==> src/rtl/clk_divider.sv <==
// ---------------------------------------------------------------------------
// clk_divider
//   Programmable integer clock divider. It divides i_ref_clk by a runtime
//   ratio N and supports both even and odd N. An even N gives a 50% duty
//   cycle. An odd N gives a low phase of (N+1)/2 cycles and a high phase of
//   (N-1)/2 cycles. When the divider is not active, the reference clock is
//   passed straight through.
//
// Ports
//   i_ref_clk    in   reference clock; all state changes on its rising edge
//   i_rst        in   asynchronous active-high reset
//   i_clk_en     in   divider enable; 0 selects bypass
//   i_div_ratio  in   division ratio N (unsigned); N<2 also selects bypass
//   o_div_clk    out  divided clock, or i_ref_clk in bypass
// ---------------------------------------------------------------------------
module clk_divider #(
    parameter int DIV_RATIO_WIDTH = 8
) (
    input  logic                       i_ref_clk,
    input  logic                       i_rst,
    input  logic                       i_clk_en,
    input  logic [DIV_RATIO_WIDTH-1:0] i_div_ratio,
    output logic                       o_div_clk
);

    localparam int CW = DIV_RATIO_WIDTH - 1;

    logic [CW-1:0] cnt_q, cnt_d;
    logic          div_q, div_d;
    logic          ph_q,  ph_d;

    logic          act;
    logic          odd;
    logic [CW-1:0] half;
    logic [CW-1:0] thr;

    // N >= 2 exactly when any bit above bit 0 is set.
    assign act  = i_clk_en & (|i_div_ratio[DIV_RATIO_WIDTH-1:1]);
    assign odd  = i_div_ratio[0];
    assign half = i_div_ratio[DIV_RATIO_WIDTH-1:1];

    // ph_q is set during the high phase. For odd N the low phase lasts one
    // cycle longer: its threshold is lo-1 = half, and the high phase uses
    // hi-1 = half-1. Even N uses half-1 for both phases. half is at least 1
    // whenever the divider is active, so half-1 never wraps where it is used.
    assign thr = (odd && !ph_q) ? half : (half - CW'(1));

    always_comb begin
        cnt_d = cnt_q;
        div_d = div_q;
        ph_d  = ph_q;
        if (!act) begin
            // Hold the state cleared so that enabling starts a low phase.
            cnt_d = '0;
            div_d = 1'b0;
            ph_d  = 1'b0;
        end else if (cnt_q >= thr) begin
            // The >= comparison (not ==) lets a ratio lowered on the fly
            // take effect on the next edge, so the counter never runs away.
            cnt_d = '0;
            div_d = ~div_q;
            ph_d  = ~div_q;
        end else begin
            cnt_d = cnt_q + CW'(1);
        end
    end

    always_ff @(posedge i_ref_clk or posedge i_rst) begin
        if (i_rst) begin
            cnt_q <= '0;
            div_q <= 1'b0;
            ph_q  <= 1'b0;
        end else begin
            cnt_q <= cnt_d;
            div_q <= div_d;
            ph_q  <= ph_d;
        end
    end

    // Combinational bypass mux. Dropping the enable switches to the
    // reference clock at once, without waiting for a clock edge.
    assign o_div_clk = act ? div_q : i_ref_clk;

endmodule

==> config.mk <==
export PLATFORM = sky130hd
export DESIGN_NAME = clk_divider
export DESIGN_NICKNAME = d
export VERILOG_FILES = /design/src/rtl/clk_divider.sv
export SDC_FILE = /design/constraint.sdc
export NUM_CORES = 1
export LEC_CHECK = 0
export BUFFER_PORTS_ARGS = -buffer_cell sky130_fd_sc_hd__buf_2
export CORE_AREA = 2 2 39 41
export DETAILED_ROUTE_END_ITERATION = 10
export DIE_AREA = 0 0 41 43
export HOLD_SLACK_MARGIN = 0.15
export PLACE_DENSITY_LB_ADDON = 0.05
export SYNTH_ARGS = -nofsm -noshare
export SYNTH_HDL_FRONTEND = slang
export SYNTH_SLANG_ARGS = --single-unit
==> constraint.sdc <==
create_clock -name i_ref_clk -period 3 [get_ports i_ref_clk]
set_input_delay 0.3 -clock i_ref_clk [delete_from_list [all_inputs] [get_ports i_ref_clk]]
set_output_delay 0.3 -clock i_ref_clk [all_outputs]
set_load 0.02 [all_outputs]
; Word level (Yosys, flattened, before mapping)
; Cells that the tools add are included.
[word_totals]
register_bits = 8
input_bits = 11
[classes]
addsub = 2
magnitude_cmp = 1
n_eq_ne = 1
mux = 6
bitwise = 2
reduce_logical = 3
[op_table]
columns = cell, count
row1 = 7-bit two-way mux, 3
row2 = 7-bit by 1-bit adder with 7-bit output (second input constant), 1
row3 = 7-bit greater-or-equal comparator, 1
row4 = 7-bit OR reduction, 1
row5 = 7-bit by 1-bit subtractor with 7-bit output (second input constant), 1
row6 = 1-bit two-way mux, 3
row7 = 2-bit by 1-bit inequality test with 1-bit output (second input constant), 1
row8 = 1-bit AND, 1
row9 = 1-bit logical AND, 1
row10 = 1-bit logical NOT, 1
row11 = 1-bit inverter, 1

; Depth between registers and ports, before layout
[depth]
ltp_word = 6
depth_mapped = 10

==> parameters.txt <==
Parameter                              Value

Run status
  Outcome    complete, no violations

Clock network
  Number of setup buffers added after CTS    0
  Clock latency at the later pin of the worst-skew pair    370 ps
  Cts repair resizes    0
  TritonCTS clock tree    yes
  CTS hold repair buffers    1
  Clock transition at path regs    50 ps

Pwr
  Sequential fraction of design power    35.1%
  Switching pwr    0.09744 mW
  Peak ir drop on the vdd network    321.5 uV
  Cell-internal power    0.2357 mW
  Net Sw Frac    29.24%
  Proportion of power drawn by the clock network    48.6%
  Post-layout total power    0.3332 mW
  Static leakage    0.4071 nW
  Part of the total power dissipated in combinational logic    16.3%
  Areal power density over the cells    420.7 nW/um2

Logic synthesis
  Share of flip-flops with an asynchronous set or reset after synthesis    100.0%
  Synthesized flop and latch total    8
  Share of synthesized area occupied by flip-flops and latches    30.25%
  Netlist Area Pre-Place    661.9 um2
  Yosys Warn Count    0
  Post-Synthesis Net Count    96
  Ys flop type    sky130_fd_sc_hd__dfrtp_1
  Number of flops mapped to enable cells by yosys    0
  Avg Cell Area, Syn    8.825 um2
  Syn Inst Count    75
  Distinct cells, synth    20

Critical path
  Critical path data required time    3300 ps
  Classification of the worst setup path    reg2reg
  Crit path max fanout    6
  Number of cells on the worst reg-to-reg path    9
  Nature of the critical path endpoint    flop
  CP arrival    2610 ps
  Nature of the critical path startpoint    flop

Layout
  Highest-count cells in the layout ignoring fill and taps    11 x sky130_fd_sc_hd__buf_2, 10 x sky130_fd_sc_hd__nand2_1, 10 x sky130_fd_sc_hd__ha_1
  Signed area change from the synthesized netlist to the final layout    19.66%
  Leading cell type in the layout, fill and taps excluded    sky130_fd_sc_hd__buf_2
  Proportion of layout cells with a drive suffix above 1    21.51%
  Number of nets in the finished design    116
  Number of antenna diodes    0

Floorplan
  Chip Height    43 um
  Num rows    14
  Total die area    1763 um2
  Total core area    1384 um2
  DIE WIDTH    41 um
  # IOs    12
  Starting density of the core    47.83%

Route
  Detailed-route DRC error count    0
  Final WL    1174 um
  Number of vias per cell    5.000
  Met1 wire length    566 um
  Average wire per cell in the routed design    10.77 um
  DR WL met3    57 um
  Final ANT Viol Nets    0
  Vias after detailed routing    545
  Pre-Repair DR Iteration Count    3
  WL met2    528 um
  Highest metal layer used by the detailed router    met4
  Iter 0 DRT Violations    12

Timing
  Fin. Hold Viols    0
  Unrepaired setup endpoints after global routing    no
  Max-slew headroom at the worst pin    80.48%
  Final min period    2311 ps
  Final Max Slew Viols    0
  Worst slack on hold paths    336.1 ps
  Final clock period utilization by the worst path    77.03%
  Final setup violating endpoints    0
  Accumulated negative setup slack    0 ps
  Pin slew with the least headroom to its limit    292.4 ps
  Achievable frequency    0.4327 GHz
  Clk_skew    2.909 ps

Global route
  Global-route total usage across every layer    18.77%
  Maximum number of pins on one net before global-route repair    9
  Number of antenna violations at the first check in global routing    0
  Number of global-route vias before repair    571
  Overflow left after global routing    0
  Global-route wire length before repair    2090 um

Place
  Placer Congestion    0.7242
  Half-perimeter wire length after detailed placement    966.7 um
  Count of buffers inserted at the top-level ports    11

Hold path
  Class of the worst hold path    in2reg
  Worst hold stages    4

Flow run
  Max-cap viol count    0
[synthesized netlist by cell type (3+ instances only)]
| library cell | instances | area, um2 |
|---|---|---|
| sky130_fd_sc_hd__ha_1 | 10 | 125.1 |
| sky130_fd_sc_hd__xnor2_1 | 4 | 35.03 |
| sky130_fd_sc_hd__nand3_1 | 3 | 15.01 |
| sky130_fd_sc_hd__o21ai_0 | 3 | 15.01 |
| sky130_fd_sc_hd__xor2_1 | 7 | 61.31 |
| sky130_fd_sc_hd__inv_1 | 4 | 15.01 |
| sky130_fd_sc_hd__a21oi_1 | 4 | 20.02 |
| sky130_fd_sc_hd__nand2_1 | 10 | 37.54 |
| sky130_fd_sc_hd__dfrtp_1 | 8 | 200.2 |
| sky130_fd_sc_hd__nor2_1 | 9 | 33.78 |
[path summary, 6_finish.rpt]
kind / startpoint / endpoint / slack [ps]
min in group asynchronous: i_rst / cnt_q[2] / 400
hold / removal: i_clk_en / div_q / 340
setup / recovery: div_q / cnt_q[5] / 690
setup reg to reg: div_q / cnt_q[5] / 690
hold reg to reg: cnt_q[0] / cnt_q[0] / 490
max in group asynchronous: i_rst / cnt_q[6] / 2370
[layer usage]
layer  vias to the layer above  global-route usage [%]
met1                       238                   21.57
met5                         -                   4.167
met3                         4                   13.09
met4                         0                   13.33
met2                        11                   23.13
li1                        292                       -
[through the flow]
stage,instance area (um2),utilization [%],setup WS [ps],std cells
6_report,792.0,57.23,689.1,109
5_1_grt,792.0,57.23,498.0,109
4_1_cts,792.0,57.23,667.2,109
3_5_place_dp,737.0,53.25,601.4,102
3_3_place_gp,737.0,53.25,656.0,102
2_1_floorplan,661.9,-,887.5,75
[flip-flops by register name (all words and copies together), names as in the netlist]
register,flops
cnt_q,7
div_q,1
[critical path: stages, from the launching register on]
cell,delay (ps)
sky130_fd_sc_hd__dfrtp_1,350
sky130_fd_sc_hd__nand2b_1,230
sky130_fd_sc_hd__nand3_1,140
sky130_fd_sc_hd__or3_1,340
sky130_fd_sc_hd__xor2_1,150
sky130_fd_sc_hd__ha_1,290
sky130_fd_sc_hd__a21oi_1,120
sky130_fd_sc_hd__o21ai_0,120
sky130_fd_sc_hd__a211o_2,380
sky130_fd_sc_hd__nor2_1,130
[power by group through the flow]
stage / sequential (mW) / clock [mW] / combinational (mW)
4_1_cts: 0.117 / 0.168 / 0.0554
5_1_grt: 0.118 / 0.183 / 0.0651
3_5_place_dp: 0.119 / 0.0225 / 0.0542
6_report: 0.117 / 0.162 / 0.0543
3_3_place_gp: 0.119 / 0.0225 / 0.0530
2_1_floorplan: 0.118 / 0.0162 / 0.0368
[area by class of cell]
class / instances / area [um2]
Clock buffer: 7 / 50.05
Inverter: 4 / 15.01
Fill cell: 140 / 591.8
Sequential cell: 8 / 200.2
Timing Repair Buffer: 11 / 60.06
Multi-Input combinational cell: 63 / 446.7
Tap cell: 16 / 20.02
[kinds of logic after synthesis]
kind of cell / count (synthesis) / synth area share, %
AO/OA/AOI/OAI: 10 / 10.02
XOR/XNOR: 11 / 14.56
adder cells (fa/ha/maj): 10 / 18.90
buffers and inverters: 4 / 2.268
flip-flops: 8 / 30.25
multiplexers: 1 / 1.512
AND/OR/NAND/NOR: 31 / 22.49
(Power assumes the default switching activity.)
